--- config.mk ---
export PLATFORM = sky130hd
export DESIGN_NAME = lsu_split
export DESIGN_NICKNAME = d
export VERILOG_FILES = /design/src/rtl/lsu_pkg.sv /design/src/rtl/lsu_lane_align.sv /design/src/rtl/lsu_split.sv
export SDC_FILE = /design/constraint.sdc
export NUM_CORES = 1
export LEC_CHECK = 0
export ABC_CLOCK_PERIOD_IN_PS = 4300
export CORE_AREA = 2 2 124 126
export CTS_BUF_LIST = sky130_fd_sc_hd__clkbuf_8
export CTS_CLUSTER_DIAMETER = 60
export DETAILED_ROUTE_END_ITERATION = 7
export DIE_AREA = 0 0 126 128
export PLACE_DENSITY = 0.95
export SETUP_SLACK_MARGIN = 0.2
export SLEW_MARGIN = 10
export SYNTH_ARGS = -nofsm -noshare
export SYNTH_HDL_FRONTEND = slang
export SYNTH_SLANG_ARGS = --single-unit
--- constraint.sdc ---
create_clock -name clk -period 4.3 [get_ports clk]
set_input_delay 1.075 -clock clk [delete_from_list [all_inputs] [get_ports clk]]
set_output_delay 1.075 -clock clk [all_outputs]
set_load 0.02 [all_outputs]
--- src/rtl/lsu_pkg.sv ---
// Shared types and decode helpers for the split-capable load/store unit.
// Holds the FSM state enum, RV32 funct3 codes and the access-size decode.
package lsu_pkg;

  typedef enum logic [2:0] {
    StIdle,
    StReq1,
    StRsp1,
    StReq2,
    StRsp2,
    StDone
  } lsu_state_e;

  localparam logic [2:0] F3Byte  = 3'b000;
  localparam logic [2:0] F3Half  = 3'b001;
  localparam logic [2:0] F3Word  = 3'b010;
  localparam logic [2:0] F3ByteU = 3'b100;
  localparam logic [2:0] F3HalfU = 3'b101;

  // Access size in bytes; unknown codes fall back to a full word.
  function automatic logic [2:0] lsu_size(input logic we, input logic [2:0] funct3);
    logic [2:0] size;
    size = 3'd4;
    if (we) begin
      if (funct3 == F3Byte) size = 3'd1;
      else if (funct3 == F3Half) size = 3'd2;
    end else begin
      if (funct3 == F3Byte || funct3 == F3ByteU) size = 3'd1;
      else if (funct3 == F3Half || funct3 == F3HalfU) size = 3'd2;
    end
    return size;
  endfunction

  function automatic logic lsu_signed(input logic [2:0] funct3);
    return (funct3 == F3Byte) || (funct3 == F3Half);
  endfunction

endpackage

--- src/rtl/lsu_lane_align.sv ---
// Combinational lane steering: byte-enable/write-data placement across up to
// two bus beats and extraction plus sign/zero extension of load results.
module lsu_lane_align #(
  parameter int unsigned BUS_W = 32,
  localparam int unsigned NB    = BUS_W / 8,
  localparam int unsigned OFF_W = $clog2(NB)
) (
  input  logic [OFF_W-1:0] i_off,
  input  logic [2:0]       i_size,
  input  logic             i_sext,
  input  logic [31:0]      i_wdata,
  input  logic [BUS_W-1:0] i_lo,
  input  logic [BUS_W-1:0] i_hi,
  output logic [NB-1:0]    o_be_lo,
  output logic [NB-1:0]    o_be_hi,
  output logic [BUS_W-1:0] o_wd_lo,
  output logic [BUS_W-1:0] o_wd_hi,
  output logic [31:0]      o_rdata
);

  logic [3:0]         w_size_mask;
  logic [31:0]        w_wdata_m;
  logic [2*NB-1:0]    w_mask2;
  logic [2*BUS_W-1:0] w_wd2;
  logic [31:0]        w_raw;

  always_comb begin
    w_size_mask = (i_size == 3'd1) ? 4'b0001 : (i_size == 3'd2) ? 4'b0011 : 4'b1111;
    for (int i = 0; i < 4; i++) begin
      w_wdata_m[8*i +: 8] = w_size_mask[i] ? i_wdata[8*i +: 8] : 8'h00;
    end
    // Double-width views let a boundary-crossing access be handled as one shift.
    w_mask2 = {{(2*NB-4){1'b0}}, w_size_mask} << i_off;
    w_wd2   = {{(2*BUS_W-32){1'b0}}, w_wdata_m} << {i_off, 3'b000};
    w_raw   = 32'({i_hi, i_lo} >> {i_off, 3'b000});

    o_be_lo = w_mask2[NB-1:0];
    o_be_hi = w_mask2[2*NB-1:NB];
    o_wd_lo = w_wd2[BUS_W-1:0];
    o_wd_hi = w_wd2[2*BUS_W-1:BUS_W];

    if (i_size == 3'd1) begin
      o_rdata = {{24{i_sext & w_raw[7]}}, w_raw[7:0]};
    end else if (i_size == 3'd2) begin
      o_rdata = {{16{i_sext & w_raw[15]}}, w_raw[15:0]};
    end else begin
      o_rdata = w_raw;
    end
  end

endmodule

--- src/rtl/lsu_split.sv ---
// Memory-stage load/store unit: issues one or two aligned bus beats per access,
// splitting accesses that cross a bus-word boundary, and formats load data.
module lsu_split
  import lsu_pkg::*;
#(
  parameter int unsigned ADDR_W         = 32,
  parameter int unsigned BUS_W          = 32,
  parameter int unsigned MISALIGN_SPLIT = 1
) (
  input  logic                clk,
  input  logic                rst_n,
  input  logic                req_valid,
  input  logic                req_we,
  input  logic [2:0]          req_funct3,
  input  logic [ADDR_W-1:0]   req_addr,
  input  logic [31:0]         req_wdata,
  output logic                stall_m,
  output logic                resp_valid,
  output logic [31:0]         rdata,
  output logic                misalign_err,
  output logic                bus_req,
  output logic                bus_we,
  output logic [ADDR_W-1:0]   bus_addr,
  output logic [BUS_W/8-1:0]  bus_be,
  output logic [BUS_W-1:0]    bus_wdata,
  input  logic                bus_gnt,
  input  logic                bus_rvalid,
  input  logic [BUS_W-1:0]    bus_rdata
);

  localparam int unsigned NB    = BUS_W / 8;
  localparam int unsigned OFF_W = $clog2(NB);
  localparam int unsigned SUM_W = OFF_W + 2;

  lsu_state_e        r_state, w_state_d;
  logic              r_we, r_sext, r_split, r_err;
  logic [2:0]        r_size;
  logic [ADDR_W-1:0] r_addr;
  logic [31:0]       r_wdata;
  logic [BUS_W-1:0]  r_lo, r_hi;

  logic [2:0]        w_req_size;
  logic [SUM_W-1:0]  w_req_end;
  logic              w_req_split;
  logic [ADDR_W-1:0] w_base, w_base2;
  logic [NB-1:0]     w_be_lo, w_be_hi;
  logic [BUS_W-1:0]  w_wd_lo, w_wd_hi;
  logic [31:0]       w_rdata;

  assign w_req_size  = lsu_size(req_we, req_funct3);
  assign w_req_end   = SUM_W'(req_addr[OFF_W-1:0]) + SUM_W'(w_req_size);
  assign w_req_split = w_req_end > SUM_W'(NB);
  assign w_base      = {r_addr[ADDR_W-1:OFF_W], {OFF_W{1'b0}}};
  assign w_base2     = w_base + ADDR_W'(NB);

  lsu_lane_align #(
    .BUS_W(BUS_W)
  ) u_lane_align (
    .i_off  (r_addr[OFF_W-1:0]),
    .i_size (r_size),
    .i_sext (r_sext),
    .i_wdata(r_wdata),
    .i_lo   (r_lo),
    .i_hi   (r_hi),
    .o_be_lo(w_be_lo),
    .o_be_hi(w_be_hi),
    .o_wd_lo(w_wd_lo),
    .o_wd_hi(w_wd_hi),
    .o_rdata(w_rdata)
  );

  always_ff @(posedge clk or negedge rst_n) begin
    if (!rst_n) begin
      r_state <= StIdle;
      r_we    <= 1'b0;
      r_sext  <= 1'b0;
      r_split <= 1'b0;
      r_err   <= 1'b0;
      r_size  <= 3'd0;
      r_addr  <= '0;
      r_wdata <= '0;
      r_lo    <= '0;
      r_hi    <= '0;
    end else begin
      r_state <= w_state_d;
      if (r_state == StIdle && req_valid) begin
        r_we    <= req_we;
        r_sext  <= lsu_signed(req_funct3);
        r_split <= w_req_split;
        r_err   <= (MISALIGN_SPLIT == 0) && w_req_split;
        r_size  <= w_req_size;
        r_addr  <= req_addr;
        r_wdata <= req_wdata;
      end
      if (r_state == StRsp1 && bus_rvalid) r_lo <= bus_rdata;
      if (r_state == StRsp2 && bus_rvalid) r_hi <= bus_rdata;
    end
  end

  always_comb begin
    w_state_d    = r_state;
    stall_m      = 1'b0;
    resp_valid   = 1'b0;
    rdata        = '0;
    misalign_err = 1'b0;
    bus_req      = 1'b0;
    bus_we       = 1'b0;
    bus_addr     = '0;
    bus_be       = '0;
    bus_wdata    = '0;
    case (r_state)
      StIdle: begin
        stall_m = req_valid;
        if (req_valid) begin
          w_state_d = ((MISALIGN_SPLIT == 0) && w_req_split) ? StDone : StReq1;
        end
      end
      StReq1: begin
        stall_m   = 1'b1;
        bus_req   = 1'b1;
        bus_we    = r_we;
        bus_addr  = w_base;
        bus_be    = w_be_lo;
        bus_wdata = r_we ? w_wd_lo : '0;
        if (bus_gnt) begin
          if (!r_we) w_state_d = StRsp1;
          else       w_state_d = r_split ? StReq2 : StDone;
        end
      end
      StRsp1: begin
        stall_m = 1'b1;
        if (bus_rvalid) w_state_d = r_split ? StReq2 : StDone;
      end
      StReq2: begin
        stall_m   = 1'b1;
        bus_req   = 1'b1;
        bus_we    = r_we;
        bus_addr  = w_base2;
        bus_be    = w_be_hi;
        bus_wdata = r_we ? w_wd_hi : '0;
        if (bus_gnt) w_state_d = r_we ? StDone : StRsp2;
      end
      StRsp2: begin
        stall_m = 1'b1;
        if (bus_rvalid) w_state_d = StDone;
      end
      StDone: begin
        resp_valid   = 1'b1;
        misalign_err = r_err;
        rdata        = (r_we || r_err) ? 32'h0 : w_rdata;
        w_state_d    = StIdle;
      end
      default: w_state_d = StIdle;
    endcase
  end

endmodule

; ---- Word-level counts from Yosys, hierarchy flattened
; Cells that the tools add are included.
[op_classes]
n_addsub = 2
n_eq_ne = 15
shifts = 3
muxes = 33
bitwise = 2
order_cmp = 1
n_reduce_logical = 11
[ops]
columns = cell, n
row1 = 2-to-1 mux 32 bit, 6
row2 = case mux 32 bit (2 select lines), 2
row3 = left shift 32 x 5 -> 64 bit, 1
row4 = right shift 64 x 5 -> 32 bit, 1
row5 = 2-to-1 mux 3 bit, 12
row6 = adder 32 x 3 -> 32 bit (second input constant), 1
row7 = 2-to-1 mux 8 bit, 4
row8 = case mux 3 bit (5 select lines), 1
row9 = equality test 3 bit (second input constant), 4
row10 = != test 2 bit (second input constant), 5
row11 = equality test 3 x 1 -> 1 bit (second input constant), 3
row12 = equality test 3 x 2 -> 1 bit (second input constant), 3
row13 = 2-to-1 mux 4 bit, 2
row14 = case mux 4 bit (2 select lines), 1
row15 = left shift 4 x 2 -> 8 bit, 1
row16 = zero test 3 bit, 2
row17 = AND reduction 5 bit, 1
row18 = adder 2 x 3 -> 4 bit, 1
row19 = > comparator 4 x 3 -> 1 bit (second input constant), 1
row20 = 2-to-1 mux 1 bit, 4
row21 = OR reduction 4 bit, 1
row22 = logical AND 1 bit, 3
row23 = logical OR 1 bit, 3
row24 = bitwise AND 1 bit, 2
row25 = 2 further kinds, 2
[totals]
in_bits = 105
reg_bits = 137
out_inout_bits = 105
wordCells = 76

; ---- Logic depth before layout (Yosys ltp)
[logic_depth]
depth_word = 7
mapped_depth = 8
mapped_depth_nobuf = 8

; ---- Cells and area by module
; Synthesis repeated with hierarchy kept, for this count alone.
[unflattened]
hier_cells = 1052
hier_area_um2 = 8901.0
[modules_own_cells]
columns = module, n_inst, seq_area_each_um2, area_each_um2, cells_each
row1 = lsu_split, 1, 3428.3, 6881.6, 731
row2 = lsu_lane_align, 1, 0.0, 2019.4, 321

; ---- Least setup slack after synthesis
; No wires, ideal clock.
[synth_path]
path_kind = register to output
from = register r_state[1]
to = output port rdata[30]
arrival_time_ns = 1.959
required_time_ns = 3.225
setup_slack_ns = 1.266
stages_incl_launch_ff = 7
cell_sequence = dfrtp_1 and3b_1 nand2b_1 or4_1 buf_2 buf_8 nor2_2
[synth_between]
elab_chain_cells = 2
[synth_lines]
columns = item, line
row1 = "start, declared", lsu_split.sv:35  ; lsu_state_e r_state, w_state_d;
row2 = "start signal, assigned", lsu_split.sv:74  ; r_state <= StIdle;
row3 = "start signal, assigned", lsu_split.sv:85  ; r_state <= w_state_d;
row4 = equality test 3 bit, lsu_split.sv:111  ; case (r_state)
row5 = 2-to-1 mux 32 bit, lsu_split.sv:111
row6 = "end, declared", lsu_split.sv:19  ; output logic [31:0] rdata,
; No other way between the ends.

; ---- Worst setup path after layout
[layout_path]
from = register r_addr[2]
to = output port bus_addr[22]
[layout_between]
elab_chain_cells = 2
[layout_lines]
columns = item, line
row1 = "start, declared", lsu_split.sv:38  ; logic [ADDR_W-1:0] r_addr;
row2 = "start signal, assigned", lsu_split.sv:92  ; r_addr <= req_addr;
row3 = adder 32 x 3 -> 32 bit, lsu_split.sv:54  ; assign w_base2 = w_base + ADDR_W'(NB);
row4 = case mux 32 bit (2 select lines), lsu_split.sv:111
row5 = "end, declared", lsu_split.sv:23  ; output logic [ADDR_W-1:0] bus_addr,
; No other way between the ends.

==> flow_summary.ini <==
[die]
die_w_um = 126
ios = 210
dieArea_um2 = 16100
num_rows = 45
start_util_pct = 53.6
core_area_um2 = 14900
die_y_um = 128

[min_path]
hp-start = r_wdata[12]$_DFFE_PN0P_
min_to = r_wdata[12]$_DFFE_PN0P_
hold_path.class = reg2reg
whs_path_depth = 2

[clock_tree]
cts-root-buf = clkbuf_8
clk_path_buf_depth = 2
cts_tree = yes
clk_latency_ns = 0.44
numCtsBuffers = 17
hold_buffers = 0
clk_pin_slew_ns = 0.08
h-tree-depth = 4
cts.sinks = 129

[synth]
yosysTopAreaCell = dfrtp_1
synth_edf_count = 0
synth.area.top_cells = dfrtp_1, nand2_1, mux2_2, mux4_2, nor2_1
seq_area_frac_synth_pct = 40.5
synth_async_sr_flop_share_pct = 100
synthAdderAreaFrac_pct = 0.723
yosys_most_used_dff = dfrtp_1
syn-instance-count = 862
synth_xor_area_share_pct = 1.54
ys_seq_elements = 129
synth_mux_area_share_pct = 18.7
ys_types = 51
synth-compound-area-share_pct = 10.1
syn_area_um2 = 7970
synth_top_family_by_area = simple AND/OR/NAND/NOR gates
yosys.area_share.simple_pct = 24.2
synth.yosys.warnings = 0
syn_avg_cell_area_um2 = 9.24
netlist.area_leader.share_pct = 40.5

[worst_setup_path]
timing.rr.start = r_state[1]$_DFFE_PN0P_
worstPathRequired_ns = 3.22
crit_chain = ha_2 > and3_1 > nand4_1 > or3_1 > a21oi_1 > clkdlybuf4s50_1
crit_arrival_ns = 2.90
crit_type = reg2out
startpoint_type = register
cp-end-kind = output port
rr_worst_depth = 5
max_stage_delay_ns = 0.63
rr_endpoint = r_lo[26]$_DFFE_PN0P_
cp_slowest_cell = clkdlybuf4s50_1
rrSetupSlack_ns = 2.34
path_max_fanout = 6

[timing]
finalCritPeriodShare_pct = 92.4
tns_ns = 0
fmax_mhz = 252
slew_headroom_pct = 49.4
hold_viol = 0
finalMaxSlewViolations = 0
worst_pin_slew_ns = 0.756
setup_viol = 0
rsz0062_at_grt = no
timing.hold.ws_ns = 0.502
skew_ns = 0.0140
fin_crit_ns = 3.97

[place]
dpl.hpwl_um = 16900
gp_congestion = 0.927
port_buffers = 206

[layout]
area_growth_pct = 33.9
n_antenna_cell = 0
final_nets = 1160
utilization_pct = 71.7
drive_gt1_share_pct = 17.9

[power_and_ir_drop]
leakagePower_nw = 4.65
power_mw = 7.44
vdd_drop_max_uv = 369
p_per_area_nw_per_um2 = 697

[route]
drt_pass1_iterations = 6
drt-total-wl_um = 24100
drtIter0Drc = 813
vias = 7548
antenna_left = 0
viasPerCell = 6.03
avgRoutedWirePerCell_um = 19.2
drc = 0

[grt]
grt_use_met1_pct = 39.1
grt_first_pass_wirelength_um = 37500
met3_usage_pct = 7.22
top_usage_layer = met2
grtUsageTotal_pct = 29.6
antenna_found_initial = 0
grt_pass1_vias = 7356
grt_max_degree = 58
grt_use_met2_pct = 45.4
grt_overflow = 0

[status]
status = complete, no violations

[flow_run]
cap_violations = 0
[Yosys cell counts (8+ instances only)]
library cell and n:
a221o_1 16, o22ai_1 18, nand3_1 20, nor2_4 9, buf_2 13, nor2_1 67
buf_1 11, mux2_2 65, nor2b_1 21, xnor2_1 9, nand4_1 18, nand2_1 216
a21oi_1 43, dfrtp_1 129, and3_1 8, mux4_2 32, o21ai_0 23, clkbuf_1 38
nor3b_1 9
[metrics by stage]
| step | worst slack (ns) | cells | cell area [um2] |
|---|---|---|---|
| after global routing | 0.231 | 1252 | 10700 |
| after floorplan | 1.27 | 864 | 7970 |
| final | 0.325 | 1252 | 10700 |
| after detailed placement | 0.599 | 1216 | 10200 |
| after global placement | 0.630 | 1216 | 10200 |
| after CTS | 0.200 | 1249 | 10600 |
[registers in the layout, summed over array words and instances, names as in the netlist]
register and cells:
r_hi 24, r_lo 32, r_sext 1, r_wdata 32, r_size 3, r_we 1
r_addr 32, r_split 1, r_state 3
[metal layers]
metal,vias up,part of all wire [%]
met2,423,47
met1,3627,40
met4,0,4.3
li1,3410,-
met3,88,8.7
met5,-,0
[repair_timing]
action                                 4_1_cts  5_1_grt
buffers inserted                             1        3
setup endpoints to repair                   37       25
resized for setup                            9       20
endpoints found under the hold margin        0        0
pin swaps                                    0        0
[cells in the final DEF (no fill, tap or decap), types with 10 or more instances in the layout]
| cell | instances |
|---|---|
| a21oi_1 | 43 |
| a221o_1 | 16 |
| buf_4 | 29 |
| clkbuf_8 | 21 |
| clkdlybuf4s50_1 | 188 |
| dfrtp_1 | 124 |
| dlymetal6s2s_1 | 16 |
| inv_1 | 10 |
| mux2_2 | 65 |
| mux4_2 | 32 |
| nand2_1 | 216 |
| nand3_1 | 19 |
| nand4_1 | 18 |
| nor2_1 | 64 |
| nor2_4 | 10 |
| nor2b_1 | 21 |
| o21ai_0 | 23 |
| o22ai_1 | 18 |
[cell type report]
type | count | area, um2
multi-input combinational | 660 | 4460
fill | 1056 | 4200
sequential | 129 | 3240
timing repair buffer | 235 | 2320
clock buffer | 21 | 289
tap | 188 | 235
clock inverter | 11 | 90.1
inverter | 8 | 30.0
[report_power, final]
group / switching [mW] / internal [mW] / leakage (nW) / total, mW
Sequential: 0.705 / 1.81 / 1.58 / 2.51
Combinational: 2.04 / 1.89 / 2.87 / 3.93
Clock: 0.485 / 0.511 / 0.194 / 0.996
[worst max-delay path: cells and delay by family, from the launching register on]
| family | cells | cell delay [ns] |
|---|---|---|
| AO/OA/AOI/OAI | 1 | 0.17 |
| AND/OR/NAND/NOR | 3 | 0.93 |
| adder cells (fa/ha/maj) | 1 | 0.28 |
| flip-flops | 1 | 0.44 |
| buffers and inverters | 1 | 0.63 |
[logic make-up (layout without fill, tap and decap cells)]
group	Yosys count	count (layout)
flip-flops	129	129
XOR/XNOR	14	14
AO/OA/AOI/OAI	126	126
adder cells (fa/ha/maj)	4	4
other	1	3
AND/OR/NAND/NOR	412	412
multiplexers	101	101
buffers and inverters	75	275
[worst max-delay path by stage]
| stage | start | end | slack [ns] | cells after the start |
|---|---|---|---|---|
| 2_1_floorplan | r_state[1]$_DFFE_PN0P_ | rdata[30] | 1.27 | 6 |
| 3_3_place_gp | r_addr[1]$_DFFE_PN0P_ | bus_wdata[17] | 0.63 | 6 |
| 3_5_place_dp | r_state[1]$_DFFE_PN0P_ | bus_wdata[18] | 0.60 | 6 |
| 4_1_cts | r_addr[0]$_DFFE_PN0P_ | rdata[19] | 0.20 | 6 |
| 5_1_grt | r_addr[2]$_DFFE_PN0P_ | bus_addr[22] | 0.23 | 6 |
| 6_report | r_addr[2]$_DFFE_PN0P_ | bus_addr[22] | 0.33 | 6 |
Power figures use the tool's default switching activity.
